--- src/rtl/vehicle_plant_if.sv ---
// Signal bundle between the cruise controller and the vehicle/driver plant.
// Commands and driver activity flow into the plant; measured speed, alertness and status flow out.
interface vehicle_plant_if;
  logic [7:0] target;
  logic       tormoz;
  logic       driver_act;
  logic [7:0] speed;
  logic [2:0] hooshyari;
  logic [1:0] state;
  logic       tick;
  logic       at_target;

  modport master (
    output target, tormoz, driver_act,
    input  speed, hooshyari, state, tick, at_target
  );

  modport slave (
    input  target, tormoz, driver_act,
    output speed, hooshyari, state, tick, at_target
  );
endinterface

--- src/rtl/vehicle_plant.sv ---
// Vehicle speed plant (prescaled accel/coast/brake FSM) plus a driver alertness decay model.
// Closes the loop around the cruise controller in system simulation and demos.
module vehicle_plant #(
  parameter int INIT_SPEED    = 200,
  parameter int MAX_SPEED     = 250,
  parameter int ACCEL_STEP    = 2,
  parameter int COAST_STEP    = 1,
  parameter int BRAKE_STEP    = 8,
  parameter int TICK_DIV      = 4,
  parameter int DROWSY_CYCLES = 16
) (
  input  logic            clock,
  input  logic            reset_n,
  vehicle_plant_if.slave  bus
);

  typedef enum logic [1:0] {
    HOLD  = 2'd0,
    ACCEL = 2'd1,
    COAST = 2'd2,
    BRAKE = 2'd3
  } state_e;

  localparam int PW = (TICK_DIV > 1) ? $clog2(TICK_DIV) : 1;
  localparam int DW = (DROWSY_CYCLES > 1) ? $clog2(DROWSY_CYCLES) : 1;
  localparam logic [7:0]    MAX_V     = 8'(MAX_SPEED);
  localparam logic [PW-1:0] TICK_LAST = PW'(TICK_DIV - 1);
  localparam logic [DW-1:0] DCNT_LAST = DW'(DROWSY_CYCLES - 1);

  state_e        state_q, state_d;
  logic [7:0]    speed_q, speed_d;
  logic [PW-1:0] pcnt_q, pcnt_d;
  logic [DW-1:0] dcnt_q, dcnt_d;
  logic [2:0]    hoosh_q, hoosh_d;
  logic [7:0]    eff_target;
  logic          tick;
  logic [8:0]    accel_v;
  logic signed [9:0] coast_v;
  logic signed [9:0] brake_v;

  // Upward step limited to the target so ACCEL never overshoots.
  function automatic logic [7:0] clamp_hi(input logic [8:0] v, input logic [7:0] hi);
    return (v > {1'b0, hi}) ? hi : v[7:0];
  endfunction

  // Downward step limited to a floor (target for COAST, zero for BRAKE).
  function automatic logic [7:0] clamp_lo(input logic signed [9:0] v, input logic [7:0] lo);
    return (v < $signed({2'b00, lo})) ? lo : v[7:0];
  endfunction

  assign eff_target = (bus.target > MAX_V) ? MAX_V : bus.target;
  assign tick       = (pcnt_q == TICK_LAST);
  assign pcnt_d     = tick ? '0 : pcnt_q + PW'(1);

  assign accel_v = {1'b0, speed_q} + 9'(ACCEL_STEP);
  assign coast_v = $signed({2'b00, speed_q}) - $signed(10'(COAST_STEP));
  assign brake_v = $signed({2'b00, speed_q}) - $signed(10'(BRAKE_STEP));

  // Next state and speed; the speed action follows the state being entered.
  always_comb begin
    state_d = state_q;
    speed_d = speed_q;
    if (tick) begin
      if (bus.tormoz)                 state_d = BRAKE;
      else if (speed_q < eff_target)  state_d = ACCEL;
      else if (speed_q > eff_target)  state_d = COAST;
      else                            state_d = HOLD;
      case (state_d)
        ACCEL:   speed_d = clamp_hi(accel_v, eff_target);
        COAST:   speed_d = clamp_lo(coast_v, eff_target);
        BRAKE:   speed_d = clamp_lo(brake_v, 8'd0);
        default: speed_d = speed_q;
      endcase
    end
  end

  always_comb begin
    hoosh_d = hoosh_q;
    dcnt_d  = dcnt_q + DW'(1);
    if (bus.driver_act) begin
      hoosh_d = 3'd7;
      dcnt_d  = '0;
    end else if (dcnt_q == DCNT_LAST) begin
      dcnt_d  = '0;
      hoosh_d = (hoosh_q == 3'd0) ? 3'd0 : hoosh_q - 3'd1;
    end
  end

  always_ff @(posedge clock or negedge reset_n) begin
    if (!reset_n) state_q <= HOLD;
    else          state_q <= state_d;
  end

  always_ff @(posedge clock or negedge reset_n) begin
    if (!reset_n) begin
      speed_q <= 8'(INIT_SPEED);
      pcnt_q  <= '0;
      dcnt_q  <= '0;
      hoosh_q <= 3'd7;
    end else begin
      speed_q <= speed_d;
      pcnt_q  <= pcnt_d;
      dcnt_q  <= dcnt_d;
      hoosh_q <= hoosh_d;
    end
  end

  assign bus.speed     = speed_q;
  assign bus.state     = state_q;
  assign bus.hooshyari = hoosh_q;
  assign bus.tick      = tick;
  assign bus.at_target = (speed_q == eff_target);

endmodule

--- src/flat_wrapper.sv ---
// flat-port wrapper written by rule: the top's interface ports become plain ports
module vehicle_plant_flat 
#(
  parameter int INIT_SPEED    = 200,
  parameter int MAX_SPEED     = 250,
  parameter int ACCEL_STEP    = 2,
  parameter int COAST_STEP    = 1,
  parameter int BRAKE_STEP    = 8,
  parameter int TICK_DIV      = 4,
  parameter int DROWSY_CYCLES = 16
)
  (clock, reset_n, bus_target, bus_tormoz, bus_driver_act, bus_speed, bus_hooshyari, bus_state, bus_tick, bus_at_target);
  vehicle_plant_if bus_i ();
  input  logic clock;
  input  logic reset_n;
  input wire logic [$bits(bus_i.target)-1:0] bus_target;
  input wire logic [$bits(bus_i.tormoz)-1:0] bus_tormoz;
  input wire logic [$bits(bus_i.driver_act)-1:0] bus_driver_act;
  output wire logic [$bits(bus_i.speed)-1:0] bus_speed;
  output wire logic [$bits(bus_i.hooshyari)-1:0] bus_hooshyari;
  output wire logic [$bits(bus_i.state)-1:0] bus_state;
  output wire logic [$bits(bus_i.tick)-1:0] bus_tick;
  output wire logic [$bits(bus_i.at_target)-1:0] bus_at_target;
  assign bus_i.target = bus_target;
  assign bus_i.tormoz = bus_tormoz;
  assign bus_i.driver_act = bus_driver_act;
  assign bus_speed = bus_i.speed;
  assign bus_hooshyari = bus_i.hooshyari;
  assign bus_state = bus_i.state;
  assign bus_tick = bus_i.tick;
  assign bus_at_target = bus_i.at_target;
  vehicle_plant #(.INIT_SPEED(INIT_SPEED), .MAX_SPEED(MAX_SPEED), .ACCEL_STEP(ACCEL_STEP), .COAST_STEP(COAST_STEP), .BRAKE_STEP(BRAKE_STEP), .TICK_DIV(TICK_DIV), .DROWSY_CYCLES(DROWSY_CYCLES)) u_core (.clock(clock), .reset_n(reset_n), .bus(bus_i));
endmodule
--- config.mk ---
export PLATFORM = sky130hd
export DESIGN_NAME = vehicle_plant_flat
export DESIGN_NICKNAME = d
export VERILOG_FILES = /design/src/rtl/vehicle_plant_if.sv /design/src/rtl/vehicle_plant.sv /design/src/flat_wrapper.sv
export SDC_FILE = /design/constraint.sdc
export NUM_CORES = 1
export LEC_CHECK = 0
export CORE_UTILIZATION = 61
export DETAILED_ROUTE_END_ITERATION = 16
export PLACE_DENSITY = 0.84
export SLEW_MARGIN = 20
export SYNTH_ARGS = -nofsm -noshare
export SYNTH_HDL_FRONTEND = slang
export SYNTH_SLANG_ARGS = --single-unit
--- constraint.sdc ---
create_clock -name clock -period 8 [get_ports clock]
set_clock_uncertainty 0.2 [all_clocks]
set_input_delay 1.6 -clock clock [delete_from_list [all_inputs] [get_ports clock]]
set_output_delay 1.6 -clock clock [all_outputs]
set_load 0.05 [all_outputs]
======== After elaboration in Yosys (flattened, before gate mapping) ========
Cells that the tools add are included.
operators by class
  add/sub/neg operators ................... 6
  $lt $le $gt $ge ......................... 6
  equality and inequality tests ........... 6
  muxes and demuxes ....................... 15
  reduce and logical (&&, ||, !) cells .... 4
operator list
  kind                   number
  $mux W8                4
  $pmux W8 S3            1
  $lt A10 B1 Y1 const B  1
  $lt A10 B9 Y1          1
  $mux W2                5
  $add A8 B2 Y9 const B  1
  $gt A9 B8 Y1           1
  $mux W3                3
  $sub A8 B1 Y9 const B  1
  $sub A8 B4 Y9 const B  1
  $eq A8 B8 Y1           1
  $gt A8 B8 Y1           1
  $gt A8 B8 Y1 const B   1
  $lt A8 B8 Y1           1
  $mux W4                2
  $eq A2 B2 Y1 const B   3
  $add A4 B1 Y4 const B  1
  $eq A4 B4 Y1 const B   1
  $logic_not A3 Y1       1
  $reduce_bool A3 Y1     1
  $sub A3 B1 Y3 const B  1
  $add A2 B1 Y2 const B  1
  $eq A2 B1 Y1 const B   1
  $reduce_and A2 Y1      1
  $reduce_bool A2 Y1     1
storage, ports and cells
  register bits after elaboration ......... 19
  input port bits ......................... 12
  output and inout bits ................... 15

======== Longest topological paths before layout ========
Gate-level depths: netlist of run 1.
  word-level depth ........................ 10
  mapped depth ............................ 15
  depth with buffers taken out ............ 14

======== Worst setup path before layout of run 1 ========
No wires, ideal clock.
  path type ............................... input to output
  start ................................... input port bus_target[4]
  end ..................................... output port bus_at_target
  arrival ................................. 3.247 ns
  data required time ...................... 6.200 ns
  path slack .............................. 2.953 ns
  stages .................................. 8
  cell sequence ........................... buf_2 nand3_1 or2_2 and2_1 ha_1 and3_1 nand3_1 inv_1
on the way
  cells in the longest elaborated chain, start to end .. 3
ends and longest elaborated chain
  what                RTL line              source
  start: declaration  flat_wrapper.sv:16    input wire logic [$bits(bus_i.target)-1:0] bus_target;
  $gt A8 B8 Y1        vehicle_plant.sv:51   assign eff_target = (bus.target > MAX_V) ? MAX_V : bus.target;
  $mux W8 *           vehicle_plant.sv:51
  $eq A8 B8 Y1 *      vehicle_plant.sv:112  assign bus.at_target = (speed_q == eff_target);
  end: declaration    flat_wrapper.sv:23    output wire logic [$bits(bus_i.at_target)-1:0] bus_at_target;
Every way passes the cells marked *; elsewhere a longest branch is shown, timed or not.

======== Worst setup path after layout of run 1 ========
  start ................................... input port bus_target[3]
  end ..................................... output port bus_at_target
The elaborated chain is that of the path after synthesis.

==> flow_metrics.tcl, run 1 <==
set metrics [dict create \
    max_stage_delay_ns 0.81 \
    die-area_mm2 0.00392 \
    period_minus_slack_ns 6.45 \
    reg2reg_from "u_core.bus.speed[4]$_DFFE_PN0P_" \
    critPathLaunchType "input port" \
    yosys.area_share.simple_pct 20.9 \
    grt_max_degree 20 \
    placed_cells 317 \
    met1_usage_pct 41.1 \
    htree_levels 1 \
    async_flop_share_pct 100 \
    cp_max_fo 9 \
    clkTransAtPathRegs_ns 0.07 \
    yosys_register_bits 19 \
    status "complete, no violations" \
    avgSynthCellArea_um2 8.73 \
    wl_per_cell_um 17.8 \
    synth_top_family_by_area "compound AO/OA/AOI/OAI gates" \
    grt_util_met2_pct 49.9 \
    startpoint "bus_target[3]" \
    cts_tree "done" \
    stdcell_count 321 \
    power_mw 0.988 \
    cts_setup_buffers 0 \
    synth_top_area_share_pct 14.5 \
    synth-edff-count 0 \
    synth-main-ff-cell "dfrtp_1" \
    drive_above_1_share_pct 13.8 \
    first_pass_iters 4 \
    hold_class "flop to flop" \
    ir_drop_uv 235 \
    synthCells 257 \
    viasPerCell 6.34 \
    yosys.area_share.adder_pct 13.8 \
    rsz0062_at_grt "no" \
    final_util_pct 73.3 \
    nets 310 \
    synth-compound-area-share_pct 25.7 \
    maxCapViolations 0 \
    cts.repair.resized 0 \
    synth_top_cell_by_area "dfrtp_1" \
    yosys-mux-area-fraction_pct 1.39 \
    wirelength_um 5700 \
    drt_iter0_drc 202 \
    route.detailed.drc 0 \
    clk_latency_ns 0.26 \
    final_max_slew_viol_count 0 \
    io_pins 27 \
    clock_path_buffers 2 \
    syn_nets 291 \
    slowest_stage "clkdlybuf4s50_1" \
    antenna_found_initial 0 \
    endpoint_kind "output pin" \
    clock-sinks 19 \
    fin_crit_sh_pct 80.6 \
    finalSetupTns_ns 0 \
    grt_pass1_wl_um 9530 \
    gp_congestion 0.918 \
    finalHoldViolations 0 \
    crit_arrival_ns 4.65 \
    min_from "u_core.pcnt_q[0]$_DFF_PN0_" \
    vias 2035 \
    clockRootBuffer "clkbuf_8" \
    grt_pass1_vias 1932 \
    grt.total_usage_pct 30.9 \
    busiest_layer "met2" \
    tightest_slew_ns 0.783 \
    ys_types 74 \
    rows 21 \
    relSlewSlack_pct 47.7 \
    critPathKind "input port to output pin" \
    ctsHoldBuffers 0 \
    grt-ovfl-total 0 \
    synth.top_cells.by_area "dfrtp_1, ha_1, dfstp_2, xnor2_1, inv_1" \
    core_mm2 0.00344 \
    yosys.area_share.xor_xnor_pct 9.48 \
    numCtsBuffers 3 \
    dpl.hpwl_um 4480 \
    yosysSeqAreaShare_pct 21.5 \
    hold_slack_ns 0.236 \
    die_h_um 62.6 \
    ys.warnings.count 0 \
    p_leak_nw 1.03 \
    setup_viol 0 \
    die_x_um 62.6 \
    start_util_pct 65.2 \
    ant_nets 0 \
    cp.required_ns 6.20 \
    syn_to_final_growth_pct 12.4 \
    cp_common_cell "clkdlybuf4s50_1" \
    final_common_cell "clkdlybuf4s50_1" \
    fillers 265 \
    antenna_cells 0 \
    layout_common_cells "clkdlybuf4s50_1, ha_1, inv_1" \
    netlist_area_mm2 0.00224 \
    max_freq_mhz 155 \
    path_cells "clkdlybuf4s50_1 -> o211ai_1 -> or2_2 -> and2_1 -> ha_1 -> and3_1 -> nand3_1 -> inv_1 -> clkdlybuf4s50_1" \
    portBuffers 26 \
    gr-usage-met3_pct 5.47 \
    p_per_area_mw_per_mm2 392 \
]
power by group:
group / internal [mW] / switching, mW
Sequential: 0.124 / 0.0664
Clock: 0.0351 / 0.0319
Combinational: 0.298 / 0.433
worst paths after layout:
kind / endpoint / slack (ns) / cells past startpoint
setup / recovery: bus_at_target / 1.55 / 9
hold / removal: u_core.pcnt_q[0]$_DFF_PN0_ / 0.24 / 1
min in group asynchronous: u_core.bus.speed[5]$_DFFE_PN0P_ / 1.59 / 1
max in group asynchronous: u_core.dcnt_q[0]$_DFF_PN0_ / 5.51 / 1
setup reg to reg: u_core.bus.speed[3]$_DFFE_PN1P_ / 4.19 / 13
hold reg to reg: u_core.pcnt_q[0]$_DFF_PN0_ / 0.24 / 1
worst max-delay path, delay by kind of cell:
kind                       cells  cell delay [ns]
AOI/OAI and AO/OA              1             0.20
adders and majority gates      1             0.32
buffers and inverters          3             1.67
and+or+nand+nor                4             0.85
registers in the layout (all words and copies together), names as in the netlist:
| signal | flops |
|---|---|
| u_core.bus.hooshyari | 3 |
| u_core.bus.speed | 8 |
| u_core.bus.state | 2 |
| u_core.dcnt_q | 4 |
| u_core.pcnt_q | 2 |
cell families (layout without fill, tap and decap cells):
group	after synthesis	count (layout)
adders and majority gates	25	25
buffers and inverters	32	50
DFF	19	19
xor gates and xnor gates	20	20
muxes	3	3
and+or+nand+nor	87	87
AOI/OAI and AO/OA	71	71
cells in the mapped netlist, types with 3 or more instances:
| cell | number |
|---|---|
| ha_1 | 22 |
| or2_2 | 4 |
| and2_1 | 4 |
| o211ai_1 | 3 |
| xor2_1 | 5 |
| buf_6 | 4 |
| o21ai_1 | 3 |
| and3_1 | 6 |
| nor2_1 | 17 |
| nor3_1 | 6 |
| a311oi_1 | 3 |
| dfrtp_1 | 13 |
| dfstp_2 | 6 |
| nand4_1 | 5 |
| nor2b_1 | 5 |
| inv_1 | 20 |
| o21a_1 | 3 |
| xnor2_1 | 12 |
| a211oi_1 | 5 |
| nand3_1 | 10 |
| o21ai_0 | 13 |
| nand2_1 | 16 |
| maj3_2 | 3 |
| a21oi_1 | 8 |
| buf_2 | 4 |
stage by stage:
stage,cell area (um2),setup slack [ns]
after floorplan,2240,2.95
after global placement,2470,1.68
after detailed placement,2470,1.60
after CTS,2520,1.59
after global routing,2520,1.41
final,2520,1.55
layer usage:
layer | routed length [um] | up-vias
met3 | 335 | 12
met1 | 2620 | 976
met4 | 125 | 0
met2 | 2610 | 71
li1 | - | 976
met5 | 0 | -
final cells by class:
| type | instances | area [um2] | area share [%] |
|---|---|---|---|
| timing repair buffer | 26 | 260 | 10.3 |
| multi-input combinational | 206 | 1600 | 63.3 |
| clock inverter | 1 | 7.51 | 0.298 |
| inverter | 20 | 75.1 | 2.98 |
| tap | 46 | 57.6 | 2.28 |
| sequential | 19 | 483 | 19.1 |
| clock buffer | 3 | 41.3 | 1.64 |
Power figures use the tool's default switching activity.
==> run 2: changes to the inputs <==
- CORE_UTILIZATION: 61 -> 51
- PLACE_DENSITY: 0.84 -> 0.75
- clock period: 8 -> 5.7 ns (I/O delays scaled with it)
==> flow_metrics.tcl, run 2 (synthesis results as in run 1) <==
set metrics [dict create \
    fin_area_mm2 0.00253 \
    rows 23 \
    antenna_cells 0 \
    clock-sinks 19 \
    relSlewSlack_pct 43.3 \
    rsz0062_at_grt "no" \
    nets 311 \
    crit_arrival_ns 3.57 \
    cts_setup_buffers 0 \
    pwr-share-comb_pct 74.0 \
    path_cells "clkdlybuf4s50_1 -> o211ai_1 -> or2_2 -> and2_1 -> ha_1 -> and3_1 -> nand3_1 -> inv_1 -> buf_4" \
    max_freq_mhz 204 \
    p_sw_share_pct 53.7 \
    die-area_mm2 0.00467 \
    setup_viol 0 \
    p_clk_share_pct 6.6 \
    drt_iter0_drc 164 \
    slowest_stage "clkdlybuf4s50_1" \
    finalSetupTns_ns 0 \
    cp.required_ns 4.36 \
    cp_max_fo 9 \
    fin_crit_sh_pct 86.2 \
    finalHoldViolations 0 \
    dpl.hpwl_um 4350 \
    ir_drop_uv 318 \
    tightest_slew_ns 0.847 \
    viasPerCell 6.24 \
    ant_nets 0 \
    period_minus_slack_ns 4.91 \
    final_max_slew_viol_count 0 \
    numCtsBuffers 3 \
    clockRootBuffer "clkbuf_8" \
    antenna_found_initial 0 \
    grt.total_usage_pct 26.8 \
    start_util_pct 54.5 \
    clkTransAtPathRegs_ns 0.07 \
    max_stage_delay_ns 0.72 \
    syn_to_final_growth_pct 12.7 \
    p_sw_mw 0.745 \
    cts_tree "done" \
    route.detailed.drc 0 \
    fillers 387 \
    cp_num_buf_inv 3 \
    maxCapViolations 0 \
    p_leak_nw 1.03 \
    core_mm2 0.00412 \
    grt_pass1_vias 1900 \
    first_pass_iters 4 \
    grt_max_degree 20 \
    portBuffers 26 \
    status "complete, no violations" \
    largest_reg_flops 8 \
    die_h_um 68.3 \
    place_area_mm2 0.00248 \
    wl_per_cell_um 17.4 \
    layout_common_cells "clkdlybuf4s50_1, ha_1, inv_1" \
    clock_path_buffers 2 \
    crit_family "buffers and inverters" \
    internal_power_mw 0.643 \
    critPathLaunchType "input port" \
    grt-ovfl-total 0 \
    grt_pass1_wl_um 9100 \
    gp_congestion 0.913 \
    ctsHoldBuffers 0 \
    cts.repair.resized 0 \
    hold_class "flop to flop" \
    die_x_um 68.3 \
    io_pins 27 \
    p_per_area_mw_per_mm2 549 \
    clk_latency_ns 0.26 \
    critPathKind "input port to output pin" \
    drive_above_1_share_pct 14.1 \
    wirelength_um 5690 \
    htree_levels 1 \
    final_common_cell "clkdlybuf4s50_1" \
    endpoint_kind "output pin" \
    pwr-share-seq_pct 19.4 \
    vias 2035 \
]
==> run 2: cell count changes in the layout (fill, tap and decap cells not counted) <==
cell / change
buf_4: +2
clkbuf_1: +1
clkdlybuf4s50_1: -1
clkinvlp_4: -1
==> run 2: routing by layer <==
layer	share of wire (%)	vias up	GRT usage, %	routed length [um]
met3	6.1	12	4.83	347
met2	45	87	42.3	2580
met1	46	954	36.4	2630
li1	-	982	-	-
met5	0	-	0	0
met4	2.3	0	8.85	131
==> run 2: worst paths after layout <==
path / from / end / slack, ns / depth (start not counted)
setup / recovery: bus_target[3] / bus_at_target / 0.79 / 9
hold / removal: u_core.pcnt_q[0]$_DFF_PN0_ / u_core.pcnt_q[0]$_DFF_PN0_ / 0.23 / 1
hold reg to reg: u_core.pcnt_q[0]$_DFF_PN0_ / u_core.pcnt_q[0]$_DFF_PN0_ / 0.23 / 1
max in group asynchronous: reset_n / u_core.bus.state[0]$_DFFE_PN0P_ / 3.60 / 1
min in group asynchronous: reset_n / u_core.pcnt_q[1]$_DFF_PN0_ / 1.16 / 1
setup reg to reg: u_core.bus.speed[4]$_DFFE_PN0P_ / u_core.bus.speed[3]$_DFFE_PN1P_ / 1.82 / 13
==> run 2: power by group through the flow <==
stage | Clock, mW | Sequential, mW | Combinational [mW]
5_1_grt | 0.102 | 0.277 | 1.11
6_report | 0.0920 | 0.269 | 1.03
4_1_cts | 0.0976 | 0.269 | 1.01
2_1_floorplan | 0 | 0.308 | 0.756
3_3_place_gp | 0 | 0.269 | 0.998
3_5_place_dp | 0 | 0.269 | 1.01
==> run 2: area by class of cell <==
type / count / area [um2] / area share (%)
clock buffers: 4 / 45.0 / 1.78
inverters: 20 / 75.1 / 2.97
well taps: 50 / 62.6 / 2.47
multi-input cells: 206 / 1600 / 63.2
flip-flops and latches: 19 / 483 / 19.1
repair buffers: 27 / 265 / 10.5
==> run 2: through the flow <==
step / cells / power (mW) / utilization (%) / hold slack [ns] / setup slack [ns]
floorplan: 257 / 1.06 / - / 0.203 / 1.57
global placement: 322 / 1.27 / 60.4 / 0.217 / 0.730
detailed placement: 322 / 1.28 / 60.4 / 0.219 / 0.632
CTS: 326 / 1.38 / 61.4 / 0.234 / 0.799
global route: 326 / 1.49 / 61.4 / 0.263 / 0.644
finish: 326 / 1.39 / 61.4 / 0.231 / 0.787
==> run 3: changes to the inputs <==
- SETUP_SLACK_MARGIN: default -> 0.4
==> results of run 3 <==
Same layout as run 2: the final DEF is identical, and so are final timing and power.
